### src/rtl/instr_sequencer.sv
// Instruction sequencer: valid/ready intake, registered control strobes, timed and event-released WAIT stalls.
// Optional ILLEGAL_OP_TRAP_EN adds a sticky illegal_op flag that halts intake until reset.
module instr_sequencer #(
  parameter int OPCODE_WIDTH = 3,
  parameter int ARG_WIDTH    = 8,
  parameter int NUM_ALU_REGS = 3,
  parameter int CNT_WIDTH    = 16
) (
  input  logic                              clk,
  input  logic                              rst_n,
  input  logic [OPCODE_WIDTH+ARG_WIDTH-1:0] instr,
  input  logic                              instr_valid,
  output logic                              instr_ready,
  input  logic                              wait_release,
  output logic                              f_move,
  output logic                              f_load,
  output logic                              f_clr,
  output logic                              wr_res,
  output logic                              f_wait,
  output logic [NUM_ALU_REGS-1:0]           ALU_reg_en,
  output logic                              busy,
  output logic [CNT_WIDTH-1:0]              retired_cnt
`ifdef ILLEGAL_OP_TRAP_EN
  ,
  output logic                              illegal_op
`endif
);

  localparam logic [OPCODE_WIDTH-1:0] OP_MOV  = OPCODE_WIDTH'(0);
  localparam logic [OPCODE_WIDTH-1:0] OP_MAC  = OPCODE_WIDTH'(1);
  localparam logic [OPCODE_WIDTH-1:0] OP_WAIT = OPCODE_WIDTH'(2);
  localparam logic [OPCODE_WIDTH-1:0] OP_SETB = OPCODE_WIDTH'(3);
  localparam logic [OPCODE_WIDTH-1:0] OP_SETD = OPCODE_WIDTH'(4);
  localparam logic [OPCODE_WIDTH-1:0] OP_SETE = OPCODE_WIDTH'(5);
  localparam logic [OPCODE_WIDTH-1:0] OP_LDSW = OPCODE_WIDTH'(6);

  typedef enum logic [1:0] {IDLE, WAIT_CNT, WAIT_EXT} state_t;

  state_t                   state_q, state_d;
  logic [ARG_WIDTH-1:0]     cnt_q, cnt_d;
  logic                     move_q, move_d;
  logic                     load_q, load_d;
  logic                     clr_q, clr_d;
  logic                     wr_q, wr_d;
  logic                     wait_q, wait_d;
  logic                     busy_q, busy_d;
  logic [NUM_ALU_REGS-1:0]  en_q, en_d;
  logic [CNT_WIDTH-1:0]     retired_q, retired_d;
  logic                     illegal_q, illegal_d;

  logic [OPCODE_WIDTH-1:0]  opcode;
  logic [ARG_WIDTH-1:0]     arg;
  logic                     accept;
  logic                     legal;

  assign opcode = instr[OPCODE_WIDTH+ARG_WIDTH-1:ARG_WIDTH];
  assign arg    = instr[ARG_WIDTH-1:0];
  assign legal  = (opcode <= OP_LDSW);

`ifdef ILLEGAL_OP_TRAP_EN
  assign instr_ready = (state_q == IDLE) && !illegal_q;
  assign illegal_op  = illegal_q;
`else
  assign instr_ready = (state_q == IDLE);
`endif

  assign accept = instr_valid && instr_ready;

  always_comb begin
    state_d   = state_q;
    cnt_d     = cnt_q;
    move_d    = 1'b0;
    load_d    = 1'b0;
    clr_d     = 1'b0;
    wr_d      = 1'b0;
    en_d      = '0;
    retired_d = retired_q;
    illegal_d = illegal_q;

    case (state_q)
      IDLE: begin
        if (accept && opcode == OP_WAIT) begin
          if (arg != '0) begin
            state_d = WAIT_CNT;
            cnt_d   = arg;
          end else begin
            state_d = WAIT_EXT;
          end
        end
      end
      WAIT_CNT: begin
        // Leaving on count 1 makes the stall exactly arg cycles long.
        if (cnt_q == ARG_WIDTH'(1)) begin
          state_d = IDLE;
          cnt_d   = '0;
        end else begin
          cnt_d = cnt_q - ARG_WIDTH'(1);
        end
      end
      WAIT_EXT: begin
        if (wait_release) state_d = IDLE;
      end
      default: state_d = IDLE;
    endcase

    if (accept) begin
      case (opcode)
        OP_MOV: begin
          move_d = 1'b1;
          clr_d  = 1'b1;
          wr_d   = 1'b1;
          en_d   = '1;
        end
        OP_MAC:  wr_d = 1'b1;
        OP_SETB: en_d = NUM_ALU_REGS'(1);
        OP_SETD: en_d = NUM_ALU_REGS'(2);
        OP_SETE: en_d = NUM_ALU_REGS'(4);
        OP_LDSW: begin
          load_d = 1'b1;
          clr_d  = 1'b1;
          wr_d   = 1'b1;
          en_d   = '1;
        end
        default: ;
      endcase
      if (legal) retired_d = retired_q + CNT_WIDTH'(1);
      else       illegal_d = 1'b1;
    end

    wait_d = (state_d != IDLE);
    busy_d = (state_d != IDLE);
  end

  always_ff @(posedge clk or negedge rst_n) begin
    if (!rst_n) begin
      state_q   <= IDLE;
      cnt_q     <= '0;
      move_q    <= 1'b0;
      load_q    <= 1'b0;
      clr_q     <= 1'b0;
      wr_q      <= 1'b0;
      wait_q    <= 1'b0;
      busy_q    <= 1'b0;
      en_q      <= '0;
      retired_q <= '0;
      illegal_q <= 1'b0;
    end else begin
      state_q   <= state_d;
      cnt_q     <= cnt_d;
      move_q    <= move_d;
      load_q    <= load_d;
      clr_q     <= clr_d;
      wr_q      <= wr_d;
      wait_q    <= wait_d;
      busy_q    <= busy_d;
      en_q      <= en_d;
      retired_q <= retired_d;
      illegal_q <= illegal_d;
    end
  end

  assign f_move      = move_q;
  assign f_load      = load_q;
  assign f_clr       = clr_q;
  assign wr_res      = wr_q;
  assign f_wait      = wait_q;
  assign busy        = busy_q;
  assign ALU_reg_en  = en_q;
  assign retired_cnt = retired_q;

endmodule

### config.mk
export PLATFORM = sky130hd
export DESIGN_NAME = instr_sequencer
export DESIGN_NICKNAME = d
export VERILOG_FILES = /design/src/rtl/instr_sequencer.sv
export SDC_FILE = /design/constraint.sdc
export NUM_CORES = 1
export LEC_CHECK = 0
export ABC_AREA = 1
export ABC_CLOCK_PERIOD_IN_PS = 1550
export BUFFER_PORTS_ARGS = -buffer_cell sky130_fd_sc_hd__buf_2
export CORE_UTILIZATION = 25
export CTS_BUF_LIST = sky130_fd_sc_hd__clkbuf_16
export DETAILED_ROUTE_END_ITERATION = 10
export GPL_TIMING_DRIVEN = 0
export PLACE_DENSITY = 0.47
export SETUP_SLACK_MARGIN = 0.5
export SYNTH_ARGS = -nofsm -noshare
export SYNTH_HDL_FRONTEND = slang
export SYNTH_SLANG_ARGS = --single-unit
### constraint.sdc
create_clock -name clk -period 1.55 [get_ports clk]
set_clock_uncertainty 0.15 [all_clocks]
set_input_delay 0.155 -clock clk [delete_from_list [all_inputs] [get_ports clk]]
set_output_delay 0.155 -clock clk [all_outputs]
set_load 0.05 [all_outputs]
---- Word-level counts from Yosys, hierarchy flattened ----
Cells that the tools add are included.
storage, ports and cells
  RAM bits ................................ 0
  bits of input ports ..................... 15
  memories kept ........................... 0
  latch bits .............................. 0
  logic and storage cells ................. 53
  register bits after elaboration ......... 34
  output and inout bits ................... 26
  bits in read-only memories .............. 0
operators by class
  bitwise gates (word level) .............. 0
  $mul .................................... 0
  order comparisons ....................... 1
  $add $sub $neg .......................... 2
  reductions and logical operators ........ 11
  shift operators ......................... 0
  divide/modulo/power cells ............... 0
  muxes and demuxes ....................... 19
  eq/ne operators ......................... 11
operators with widths
  cell                     number
  $mux W8                  3
  $add A16 B1 Y16 const B  1
  $pmux W8 S2              1
  $pmux W3 S4              1
  $eq A3 B3 Y1 const B     3
  $eq A8 B1 Y1 const B     1
  $mux W1                  8
  $mux W2                  4
  $reduce_bool A8 Y1       1
  $sub A8 B1 Y8 const B    1
  $eq A3 B2 Y1 const B     2
  $pmux W2 S3              1
  $ne A2 B1 Y1 const B     2
  $reduce_bool A2 Y1       2
  $eq A3 B1 Y1 const B     1
  $le A3 B3 Y1 const B     1
  $logic_not A3 Y1         1
  $mux W3                  1
  $reduce_and A3 Y1        1
  $reduce_or A3 Y1         1
  $eq A2 B1 Y1 const B     1
  $eq A2 B2 Y1 const B     1
  $logic_and A1 B1 Y1      2
  $logic_not A2 Y1         1
  other kinds (2)          2

---- Depth between registers and ports, before layout ----
Gate-level depths: netlist of run 1.
  word-level depth ........................ 6
  gate-level depth with buffers ........... 9
  gate-level depth less buffers ........... 9

---- Worst setup path before layout of run 1 ----
Ideal clock, no wire load.
  kind .................................... register to register
  from .................................... register retired_q[0] (netlist: retired_cnt[0])
  to ...................................... register retired_q[12] (netlist: retired_cnt[12])
  data required time ...................... 1.318 ns
  data arrival time ....................... 1.604 ns
  path buffers ............................ 0
  cell stages (with the launch flop) ...... 7
  period minus slack after synthesis ...... 1.836 ns
  library setup time ...................... 0.082 ns
  slack ................................... -0.286 ns
  path through ............................ dfrtp_1 > ha_1 > nand3_1 > nor3_1 > nand2_2 > nor2_1 > xor2_1
between the ends
  longest elaborated chain between the ends .. 1
ends and longest elaborated chain
  what                    RTL line  RTL
  start, declared         48        logic [CNT_WIDTH-1:0] retired_q, retired_d;
  start signal, assigned  157       retired_q <= retired_d;
  $add A16 B1 Y16         126       if (legal) retired_d = retired_q + CNT_WIDTH'(1);
Every way passes these cells.
A chain may end at the register's enable or synchronous reset.

---- Worst setup path after layout of run 1 ----
  from .................................... register state_q[1]
  to ...................................... register retired_q[15] (netlist: retired_cnt[15])
between the ends
  longest elaborated chain between the ends .. 3
ends and longest elaborated chain
  what                                RTL line  RTL
  start, declared                     39        state_t state_q, state_d;
  start signal, assigned              148       state_q <= state_d;
  $logic_not A2 Y1                    64        assign instr_ready = (state_q == IDLE);
  $logic_and A1 B1 Y1                 67        assign accept = instr_valid && instr_ready;
  $reduce_and A2 Y1 (no source line)  n/a
Every way passes these cells.

==> run_results.csv, run 1 <==
group,metric,value,unit
grt,grt_max_degree,35,
setup_path,crit_family,"simple AND/OR/NAND/NOR gates",
drt,avgViaCountPerCell,4.267,
final_layout,diodes,0,
placement,port_buffers,40,
grt,grt_pass1_wl,7845,µm
setup_path,critPathBufInv,1,
grt,grt_use_total,13.46,%
logic_synthesis,ys_seq_elements,34,
logic_synthesis,ys_seq_area_share,46.67,%
grt,antenna_found_initial,0,
timing,setup_viol,0,
final_layout,final_common_cell,"nand2_1",
setup_path,crit_required,1.57,ns
setup_path,crit_path_end,"retired_cnt[15]",
run,drv_cap,0,
status,violations,"negative hold slack",
final_layout,nets,326,
setup_path,reg2reg_from,"state_q[1]",
setup_path,crit_chain,"nor2_4 -> nand2_4 -> nor2_4 -> buf_6 -> nand2_4 -> nor2_4 -> nand2_1 -> nand2_1 -> nand2_1",
drt,dr.pass1.iters,4,
die,die_w,87.40,µm
die,die-area,7638,µm²
final_layout,drive_gt1_share,44.66,%
status,status,"finished, violations left",
timing,tns,0,ns
timing,fmax,0.6806,GHz
grt,grt_pass1_vias,1737,
logic_synthesis,syn_nets,249,
setup_path,cp-startpoint,"state_q[1]",
logic_synthesis,ys_warn_count,0,
drt,drc,0,
timing,whs,-0.1743,ns
setup_path,r2r_slack,0.08,ns
logic_synthesis,synth_area,1823,µm²
grt,overflow,0,
clock_network,holdBufCountCts,2,
placement,hpwl,2969,µm
setup_path,cp-start-kind,"flop",
logic_synthesis,synth_cell_types,25,
clock_network,clockRootBuffer,"clkbuf_16",
clock_network,tritoncts,"yes",
clock_network,cts.sinks,34,
clock_network,cts_max_path_buffers,2,
setup_path,rr_worst_depth,9,
timing,layout_min_cycle_time,1.469,ns
drt,wl,4595,µm
power,p_leak,1.438,nW
power,irDropWorstVdd,1.197,mV
final_layout,areaGrowthSynthToFinish,63.42,%
drt,drt_iter0_drc,41,
logic_synthesis,synth_area_per_cell,7.892,µm²
setup_path,cp_slowest_stage_delay,0.41,ns
timing,relSlewSlack,46.06,%
clock_network,clkTransAtPathRegs,0.05,ns
clock_network,htree_levels,2,
drt,antenna_left,0,
setup_path,cp_num_cells,9,
timing,period_share,94.79,%
drt,num_vias,1728,
logic_synthesis,syn_inst,231,
final_layout,fill_cells,707,
min_path,hold_path.class,"in -> async",
final_layout,final_util,43.13,%
die,core.rowCount,30,
setup_path,critPathSlowestCell,"dfrtp_1",
timing,rsz0062_at_grt,"true",
final_layout,stdcell_count,405,
final_layout,final_cell_mix,"76 x nand2_1, 21 x buf_4, 18 x dfrtp_1, 18 x nor2_1, 17 x buf_6",
clock_network,clock_latency,0.28,ns
placement,place_inst,367,
die,core_area,6907,µm²
timing,tightestPinTransition,0.8091,ns
setup_path,regToRegEndpoint,"retired_cnt[15]",
die,io-pin-count,41,
setup_path,cp.arrival,1.49,ns
drt,wl_per_cell,11.35,µm
setup_path,cp-end-kind,"flop",
setup_path,cp_max_fo,7,
clock_network,cts_buffers,5,
setup_path,path_class,"reg -> reg",
die,die_h,87.40,µm
power,power.density,1665,nW/µm²
die,start_util,26.39,%
placement,place_congestion,0.8365,
timing,hold_viol,36,
timing,drv_slew,0,
## stage by stage
step           setup slack, ns  power, W  cell area [µm²]
2_1_floorplan          -0.1856  0.002720             1853
3_3_place_gp           -0.1096  0.003142             2173
3_5_place_dp          -0.08749  0.003147             2173
4_1_cts                0.05965  0.004771             2776
5_1_grt               -0.05086  0.005330             2979
6_report               0.08079  0.004961             2979
## synthesized netlist by cell type, drive strengths merged
cell type / instances / share of area [%]
nand2: 85 / 18
dfrtp: 34 / 47
nor2: 32 / 8.1
inv: 20 / 4.1
nand3: 13 / 3.8
o21ai: 10 / 2.7
xor2: 8 / 3.8
nand4: 6 / 2.1
xnor2: 6 / 2.9
ha: 3 / 2.1
nor3: 3 / 0.82
a211oi: 2 / 0.82
buf: 2 / 1.0
nor4: 2 / 0.69
o21bai: 2 / 0.82
a21oi: 1 / 0.27
nand3b: 1 / 0.41
or3: 1 / 0.34
## repair_timing
action,CTS,global route
setup endpoints to repair,59,60
resized for setup,88,37
cloned,0,1
buffers inserted,19,8
pin swaps,15,8
endpoints found under the hold margin,38,35
## sequential cells by signal, summed over array words and instances (netlist names)
register	cells
retired_cnt	16
ALU_reg_en	3
state_q	2
wr_res	1
cnt_q	8
f_clr	1
f_move	1
busy	1
f_load	1
## cell type report
class / instances / area, µm² / area share (%)
sequential: 34 / 870.8 / 29.23
tap: 96 / 120.1 / 4.032
timing repair buffer: 69 / 661.9 / 22.22
clock buffer: 5 / 125.1 / 4.200
clock inverter: 3 / 16.27 / 0.5460
multi-input combinational: 176 / 1082 / 36.33
buffer: 2 / 22.52 / 0.7560
inverter: 20 / 80.08 / 2.688
## layer usage
| metal | vias to the layer above | global-route usage [%] | routed length, µm | part of all wire (%) |
|---|---|---|---|---|
| li1 | 891 | - | - | - |
| met1 | 801 | 15.82 | 1990 | 43 |
| met2 | 31 | 22.94 | 2349 | 51 |
| met3 | 5 | 3.602 | 178 | 3.9 |
| met4 | 0 | 5.961 | 76 | 1.7 |
| met5 | - | 0 | 0 | 0 |
## cell families (layout without fill, tap and decap cells)
kind of cell	after synthesis	count (layout)	share of synthesized area, %
and+or+nand+nor	143	144	34.73
DFF	34	34	46.67
buffers and inverters	22	99	5.148
AOI/OAI and AO/OA	15	15	4.666
xor gates and xnor gates	14	14	6.726
adders and majority gates	3	3	2.059
## report_power, final
part	internal [W]	total (W)	switching [W]
logic	0.00111	0.00259	0.00148
registers	0.00114	0.00142	0.000283
clock network	0.000585	0.000945	0.000360
total	0.00284	0.00496	0.00212
## worst min-delay path by stage
stage	from	end	slack, ns	cells past startpoint
after floorplan	rst_n	ALU_reg_en[0]	-0.29	0
after global placement	rst_n	retired_cnt[3]	0.14	1
after detailed placement	rst_n	retired_cnt[3]	0.14	1
after CTS	rst_n	retired_cnt[4]	-0.15	1
after global routing	rst_n	cnt_q[1]	-0.11	1
final	rst_n	cnt_q[1]	-0.17	1
Power figures use the tool's default switching activity.
==> run 2, diff against run 1 <==
Settings changed: PLACE_DENSITY 0.47 to not set, PLACE_DENSITY_LB_ADDON set to 0.08, SLEW_MARGIN set to 10.
==> run 2 against run 1 <==
The flow still finishes with violations (negative hold slack). Register-to-register slack worse by 0.06 ns. Clock power is 40% higher. Non-clock buffer count is 7 higher. Global-route usage is 0.57 points higher. Sequential share of layout area is 2.0 points lower. Largest cell class unchanged.
==> run_results.csv, run 2 (synthesis gave the netlist of run 1 again) <==
group,metric,value,unit
status,status,"finished, violations left",
status,violations,"negative hold slack",
die,core_area,6907,µm²
timing,drv_slew,0,
final_layout,final_cell_mix,"77 x nand2_1, 25 x buf_4, 22 x buf_6, 17 x dfrtp_1, 17 x dfrtp_2",
timing,relSlewSlack,47.51,%
die,die_h,87.40,µm
final_layout,fill_cells,685,
setup_path,path_class,"reg -> reg",
timing,layout_min_cycle_time,1.530,ns
placement,hpwl,3071,µm
run,drv_cap,0,
drt,avgViaCountPerCell,4.420,
grt,grt_pass1_vias,1782,
setup_path,cp_max_fo,4,
clock_network,clock_latency,0.28,ns
setup_path,regToRegEndpoint,"retired_cnt[6]",
clock_network,cts_max_path_buffers,2,
clock_network,htree_levels,2,
drt,num_vias,1821,
timing,hold_viol,36,
grt,grt_use_total,14.03,%
timing,rsz0062_at_grt,"true",
timing,tns,0,ns
placement,placed_area,2173,µm²
final_layout,multi_input_area,1176,µm²
drt,dr.pass1.iters,4,
timing,period_share,98.70,%
final_layout,largest_register_ffs,16,
clock_network,tritoncts,"yes",
setup_path,cp-startpoint,"state_q[0]",
setup_path,reg2reg_from,"state_q[0]",
timing,fmax,0.6537,GHz
timing,setup_ws,0.02022,ns
setup_path,cp.arrival,1.54,ns
final_layout,diodes,0,
placement,place_congestion,0.7730,
setup_path,critPathSlowestCell,"dfrtp_1",
setup_path,rr_worst_depth,9,
timing,whs,-0.1894,ns
clock_network,cts_buffers,5,
setup_path,cp-end-kind,"flop",
final_layout,regArea,872.1,µm²
clock_network,clkTransAtPathRegs,0.06,ns
final_layout,nets,333,
clock_network,holdBufCountCts,2,
drt,antenna_left,0,
die,start_util,26.39,%
setup_path,critPathMostFrequentCell,"nor2_4",
setup_path,cp_slowest_stage_delay,0.41,ns
power,p_leak,1.498,nW
die,core.rowCount,30,
setup_path,cp-start-kind,"flop",
drt,drc,0,
die,die-area,7638,µm²
placement,port_buffers,40,
grt,antenna_found_initial,0,
final_layout,final_common_cell,"nand2_1",
min_path,hold_path.class,"in -> async",
final_layout,areaGrowthSynthToFinish,75.57,%
setup_path,r2r_slack,0.02,ns
power,finalPower,0.005705,W
drt,wl_per_cell,12.33,µm
clock_network,clockRootBuffer,"clkbuf_16",
grt,grt_max_degree,35,
setup_path,crit_path_end,"retired_cnt[6]",
grt,grt_pass1_wl,8286,µm
die,die_w,87.40,µm
drt,drt_iter0_drc,51,
grt,overflow,0,
placement,dp_slack,-0.1360,ns
setup_path,crit_required,1.56,ns
clock_network,cts.sinks,34,
final_layout,final_util,46.34,%
power,power.density,1782,nW/µm²
setup_path,crit_chain,"nor2_4 -> nand2_4 -> nor2_4 -> buf_4 -> buf_6 -> inv_4 -> nor2_4 -> nand2_2 -> xnor2_1",
timing,tightestPinTransition,0.7873,ns
power,irDropWorstVdd,1.000,mV
final_layout,drive_gt1_share,48.42,%
timing,setup_viol,0,
final_layout,stdcell_area,3201,µm²
die,io-pin-count,41,
drt,wl,5080,µm
==> run 2: cell count changes in the layout (fill, tap and decap cells not counted), moves of 4 or more <==
cell,before,now
buf_6,17,22
buf_4,21,25
nand3_1,9,5
nor2_4,7,11
==> run 2: repair_timing <==
action	CTS	global route
resized for setup	101	50
cloned	1	0
hold endpoints to repair	38	36
buffers inserted	21	13
setup endpoints to repair	59	60
pin swaps	17	17
==> run 2: critical path: cells and delay by family (launching register included) <==
family	cells	cell delay [ns]
AND/OR/NAND/NOR	5	0.49
flip-flops	1	0.41
buffers and inverters	3	0.25
XOR/XNOR	1	0.11
==> run 2: power by group <==
part           switching (W)  internal (W)  leakage [nW]
logic                0.00165       0.00129         0.983
clock network       0.000396      0.000924        0.0940
registers           0.000304       0.00114         0.421
==> run 2: area by class of cell <==
cell class	instances	share of cell area, %
Tap cell	96	3.753
Multi-Input combinational cell	176	36.75
Clock inverter	3	2.150
Inverter	20	2.580
Clock buffer	5	3.909
Timing Repair Buffer	76	22.91
Sequential cell	34	27.25
Buffer	2	0.7037
==> run 2: worst min-delay path by stage <==
stage	startpoint	endpoint	slack (ns)	cells after the start
after detailed placement	rst_n	cnt_q[3]	0.15	1
final	rst_n	retired_cnt[0]	-0.19	1
after floorplan	rst_n	ALU_reg_en[0]	-0.29	0
after CTS	rst_n	cnt_q[7]	-0.15	1
after global routing	rst_n	retired_cnt[0]	-0.12	1
after global placement	rst_n	retired_cnt[3]	0.15	1
==> run 2: metrics by stage <==
| stage | hold WS, ns | instances |
|---|---|---|
| after global placement | 0.1533 | 367 |
| after CTS | -0.1451 | 399 |
| after detailed placement | 0.1548 | 367 |
| final | -0.1894 | 412 |
| after floorplan | -0.2906 | 231 |
| after global routing | -0.1187 | 412 |
==> run 2: routing by layer <==
layer	track usage, %	share of wire [%]	vias to the layer above	wire [µm]
met5	0	0	-	0
met4	4.471	0.79	0	40
met3	3.128	3.4	4	171
met2	23.58	50	40	2535
met1	17.83	46	859	2332
li1	-	-	918	-
